## src/rtl/regwrite_arbiter.sv

```systemverilog
// rtl/regwrite_arbiter.sv - register-file write-port arbiter with load priority, ALU/IMM round-robin and halt drain
module regwrite_arbiter #(
  parameter int WAIT_LIMIT = 4
) (
  input  logic        clock,
  input  logic        reset,
  input  logic        load_write,
  input  logic [3:0]  load_index,
  input  logic [31:0] load_data,
  input  logic        alu_valid,
  output logic        alu_ready,
  input  logic [3:0]  alu_index,
  input  logic [31:0] alu_data,
  input  logic        imm_valid,
  output logic        imm_ready,
  input  logic [3:0]  imm_index,
  input  logic [31:0] imm_data,
  output logic        rf_write,
  output logic [3:0]  rf_index,
  output logic [31:0] rf_data,
  output logic [15:0] pending,
  input  logic        halt_req,
  output logic        halted,
  output logic        starved
);

  localparam logic [3:0] LIMIT = 4'(WAIT_LIMIT);

  typedef enum logic [1:0] {RUN, DRAIN, HALTED} state_t;

  state_t     state;
  logic       ptr_imm;
  logic [3:0] alu_wait;
  logic [3:0] imm_wait;
  logic [3:0] alu_wait_next;
  logic [3:0] imm_wait_next;
  logic       active;
  logic       load_grant;
  logic       alu_grant;
  logic       imm_grant;
  logic       drain_idle;

  // Stage 2 cannot stall, so a load always wins; ALU/IMM only share what is left.
  assign active     = (state != HALTED);
  assign load_grant = active && load_write;
  assign alu_grant  = active && !load_write && alu_valid && (!imm_valid || !ptr_imm);
  assign imm_grant  = active && !load_write && imm_valid && (!alu_valid || ptr_imm);
  assign alu_ready  = alu_grant;
  assign imm_ready  = imm_grant;
  assign drain_idle = !load_write && !alu_valid && !imm_valid && !rf_write;

  always_comb begin
    alu_wait_next = 4'd0;
    imm_wait_next = 4'd0;
    if (alu_valid && !alu_grant)
      alu_wait_next = (alu_wait == 4'hf) ? alu_wait : alu_wait + 4'd1;
    if (imm_valid && !imm_grant)
      imm_wait_next = (imm_wait == 4'hf) ? imm_wait : imm_wait + 4'd1;
  end

  always_comb begin
    pending = 16'h0000;
    if (load_write) pending = pending | (16'h0001 << load_index);
    if (alu_valid)  pending = pending | (16'h0001 << alu_index);
    if (imm_valid)  pending = pending | (16'h0001 << imm_index);
    if (rf_write)   pending = pending | (16'h0001 << rf_index);
  end

  always_ff @(posedge clock) begin
    if (reset) begin
      state    <= RUN;
      ptr_imm  <= 1'b0;
      alu_wait <= 4'd0;
      imm_wait <= 4'd0;
      rf_write <= 1'b0;
      rf_index <= 4'd0;
      rf_data  <= 32'd0;
      halted   <= 1'b0;
      starved  <= 1'b0;
    end else begin
      rf_write <= load_grant || alu_grant || imm_grant;
      if (load_grant) begin
        rf_index <= load_index;
        rf_data  <= load_data;
      end else if (alu_grant) begin
        rf_index <= alu_index;
        rf_data  <= alu_data;
      end else if (imm_grant) begin
        rf_index <= imm_index;
        rf_data  <= imm_data;
      end

      if (alu_grant)
        ptr_imm <= 1'b1;
      else if (imm_grant)
        ptr_imm <= 1'b0;

      alu_wait <= alu_wait_next;
      imm_wait <= imm_wait_next;
      if (alu_wait_next >= LIMIT || imm_wait_next >= LIMIT)
        starved <= 1'b1;

      case (state)
        RUN: begin
          if (halt_req)
            state <= DRAIN;
        end
        DRAIN: begin
          if (drain_idle) begin
            state  <= HALTED;
            halted <= 1'b1;
          end
        end
        default: begin
          state  <= HALTED;
          halted <= 1'b1;
        end
      endcase
    end
  end

endmodule

```

## config.mk

```make
export PLATFORM = sky130hd
export DESIGN_NAME = regwrite_arbiter
export DESIGN_NICKNAME = d
export VERILOG_FILES = /design/src/rtl/regwrite_arbiter.sv
export SDC_FILE = /design/constraint.sdc
export NUM_CORES = 1
export LEC_CHECK = 0
export ABC_AREA = 1
export CORE_MARGIN = 2
export CORE_UTILIZATION = 35
export DETAILED_ROUTE_END_ITERATION = 7
export GPL_TIMING_DRIVEN = 1
export PLACE_DENSITY = 0.69
export SLEW_MARGIN = 20
export SYNTH_ARGS = -nofsm -noshare
export SYNTH_HDL_FRONTEND = slang
export SYNTH_SLANG_ARGS = --single-unit
```

## constraint.sdc

```tcl
create_clock -name clock -period 1.3 [get_ports clock]
set_input_delay 0.26 -clock clock [delete_from_list [all_inputs] [get_ports clock]]
set_output_delay 0.26 -clock clock [all_outputs]
set_load 0.01 [all_outputs]
```

==> flow_summary.ini <==
[outcome]
status = finished, violations left
violations = negative setup slack

[detailed_routing]
viasPerCell = 5.16
wirelength_um = 18400
wl_per_cell_um = 18.2
drt-initial-drc-count = 254
route.detailed.drc = 0
vias = 5201
ant_nets = 0
dr.pass1.iters = 5

[synthesis]
syn-num-nets = 720
yosysWarnings = 0
ys_seq_area_share_pct = 27.0
syn_avg_cell_area_um2 = 6.14
synth.distinct_cells = 34
synth_edf_count = 0
synth_flop_cell = dfxtp_1
synth-seq-cells = 50
synth_cells = 604
ys_async_sr_fraction_pct = 0
syn_area_um2 = 3710

[global_routing]
antenna_found_initial = 0
grt_overflow = 0
grt_max_degree = 35
grt_pass1_wl_um = 26200
grt_pass1_vias = 5256
grt_usage_pct = 29.3

[critical_path]
critPathTopFamily = flip-flops
crit_chain = inv_6 -> buf_6 -> nor3_4 -> nand2_1 -> o2111ai_2 -> buf_2
path_max_fanout = 4
critical_path.max_stage_delay_ns = 0.40
path_buf_inv = 3
startpoint_type = flop
crit_type = reg -> out
critPathCaptureType = output port
crit_slowest_cell = dfxtp_4
cp.arrival_ns = 1.41
critical_path_required_ns = 1.04

[power]
power_density_nw_per_um2 = 719
irDropWorstVdd_uv = 433
cellLeakagePower_nw = 3.81
pwr-share-comb_pct = 43.8
clockPowerShare_pct = 24.8
pwr-share-seq_pct = 31.4
switching_share_pct = 34.2
intPower_mw = 3.65
switching_power_mw = 1.90

[sta]
fmax_mhz = 598
clock_skew_ns = 0.00807
tightest_slew_ns = 0.511
drv_slew = 0
hold_viol = 0
fin_crit_sh_pct = 129
slew_headroom_pct = 65.8
fin_setup_tns_ns = -12.84
finalSetupViolCount = 64
post-route-min-period_ns = 1.67
rsz0062_at_grt = yes
layout_setup_ws_ns = -0.372

[placement]
dp.cells = 960
io_buffer_count = 170
dpl.hpwl_um = 11100
gp_congestion = 0.921

[job]
maxCapViolCount = 0

[die]
dieArea_um2 = 11400
core-area_um2 = 10300
initial_utilization_pct = 35.9
die_x_um = 107
fp-row-count = 37
die_y_um = 107
ios = 171

[clock_tree]
h-tree-depth = 2
cts-hold-fix-buffers = 0
cts_made_buffers = 5
clock-root-buffer = clkbuf_8
tritoncts = yes
clk_latency_ns = 0.32
clk_pin_slew_ns = 0.11
clock_path_buffers = 2
cts_sinks = 50

[cells_and_area]
area_delta_synth_final_pct = 108
drive_gt1_share_pct = 42.4
finalNonFillerCells = 1008
finish.utilization_pct = 74.8
diodes = 0
nets = 987

[worst_hold_path]
min_path_type = reg -> reg
[stage by stage]
stage                     setup WS, ns  power (mW)  hold slack (ns)  area (µm²)
after global routing            -0.433        5.77            0.473        7720
final                           -0.372        5.55            0.452        7720
after CTS                       -0.341        5.29            0.448        7250
after global placement           -1.00        3.53            0.437        6060
after floorplan                 0.0118        2.51            0.444        3720
after detailed placement         -1.07        3.55            0.438        6060
[placed cells by master, fill, tap and decap left out, types with 5 or more instances in the layout]
cell / count
buf_4: 69
buf_12: 14
nor2_2: 6
nand2_4: 36
inv_2: 15
dlygate4sd2_1: 45
nor3_2: 7
nand3_1: 42
clkbuf_8: 5
nor2_4: 20
nor2_1: 28
clkdlybuf4s50_1: 98
or2_1: 9
o2111ai_2: 10
nand2_1: 125
nand4_1: 11
nand3_2: 55
or2_0: 11
buf_6: 28
nand2_2: 21
dfxtp_1: 43
buf_2: 17
inv_1: 66
a21oi_2: 18
[final timing paths]
| path | start | endpoint | slack, ns | cells past startpoint |
|---|---|---|---|---|
| setup / recovery | rf_index[1] | pending[15] | -0.37 | 6 |
| hold / removal | rf_data[19] | rf_data[19] | 0.45 | 2 |
| setup reg to reg | ptr_imm | rf_index[3] | -0.32 | 12 |
| hold reg to reg | rf_data[19] | rf_data[19] | 0.45 | 2 |
[sequential cells by signal, indices dropped and copies added, names as in the netlist]
register / count
alu_wait: 4
halted: 1
imm_wait: 4
ptr_imm: 1
rf_data: 32
rf_index: 4
rf_write: 1
starved: 1
state: 2
[routing by layer]
layer	track usage [%]	up-vias	part of all wire [%]
met5	0	-	0
met4	12.1	0	3.9
met3	5.41	50	5.9
met2	53.3	233	52
met1	33.4	2464	39
li1	-	2454	-
[cells in the mapped netlist (8+ instances only)]
master / instances / share of area [%]
nand2_1: 177 / 18
nand3_1: 101 / 14
inv_1: 82 / 8.3
dfxtp_1: 50 / 27
nor2_1: 50 / 5.1
a21oi_1: 22 / 3.0
nor3_1: 14 / 1.9
or2_0: 12 / 2.0
nand4_1: 11 / 1.9
o2111ai_1: 11 / 2.6
buf_2: 9 / 1.2
buf_4: 8 / 1.6
buf_6: 8 / 2.4
or2_1: 8 / 1.4
[repair_timing]
| action | CTS | global route |
|---|---|---|
| buffers inserted | 20 | 12 |
| pin swaps | 84 | 71 |
| endpoints found under the setup margin | 105 | 69 |
| gates resized for setup | 353 | 113 |
| cloned | 10 | 4 |
[power groups by stage]
stage | sequential (mW) | clock [mW] | combinational [mW]
floorplan | 1.81 | 0 | 0.697
global placement | 1.76 | 0 | 1.77
detailed placement | 1.76 | 0 | 1.78
CTS | 1.73 | 1.37 | 2.19
global route | 1.76 | 1.44 | 2.57
finish | 1.75 | 1.38 | 2.43
[worst reg2reg max path, cell delays in order, from the launching register on]
cell and delay (ns):
dfxtp_2 0.35, buf_6 0.12, nand2_4 0.05, nand2_4 0.06, buf_6 0.12, nor2_4 0.16
buf_8 0.17, buf_12 0.15, nand2_4 0.05, nand2_2 0.05, nor2_2 0.04, nor2_1 0.14
nor2_1 0.06
[logic make-up (layout without fill, tap and decap cells)]
group	Yosys count	in the layout	share of synthesized area (%)
XOR/XNOR	5	5	1.18
AO/OA/AOI/OAI	41	41	7.53
flip-flops	50	50	27.0
adder cells (fa/ha/maj)	2	2	0.675
buffers and inverters	119	386	15.0
AND/OR/NAND/NOR	387	388	48.6
[cell type report]
type / instances / area [µm²]
tap: 136 / 170
inverter: 90 / 370
timing repair buffer: 288 / 2890
clock buffer: 5 / 68.8
multi-input combinational: 436 / 3140
sequential: 50 / 1020
fill: 748 / 2610
clock inverter: 3 / 68.8
No activity file was read; power rests on OpenSTA's default activity.
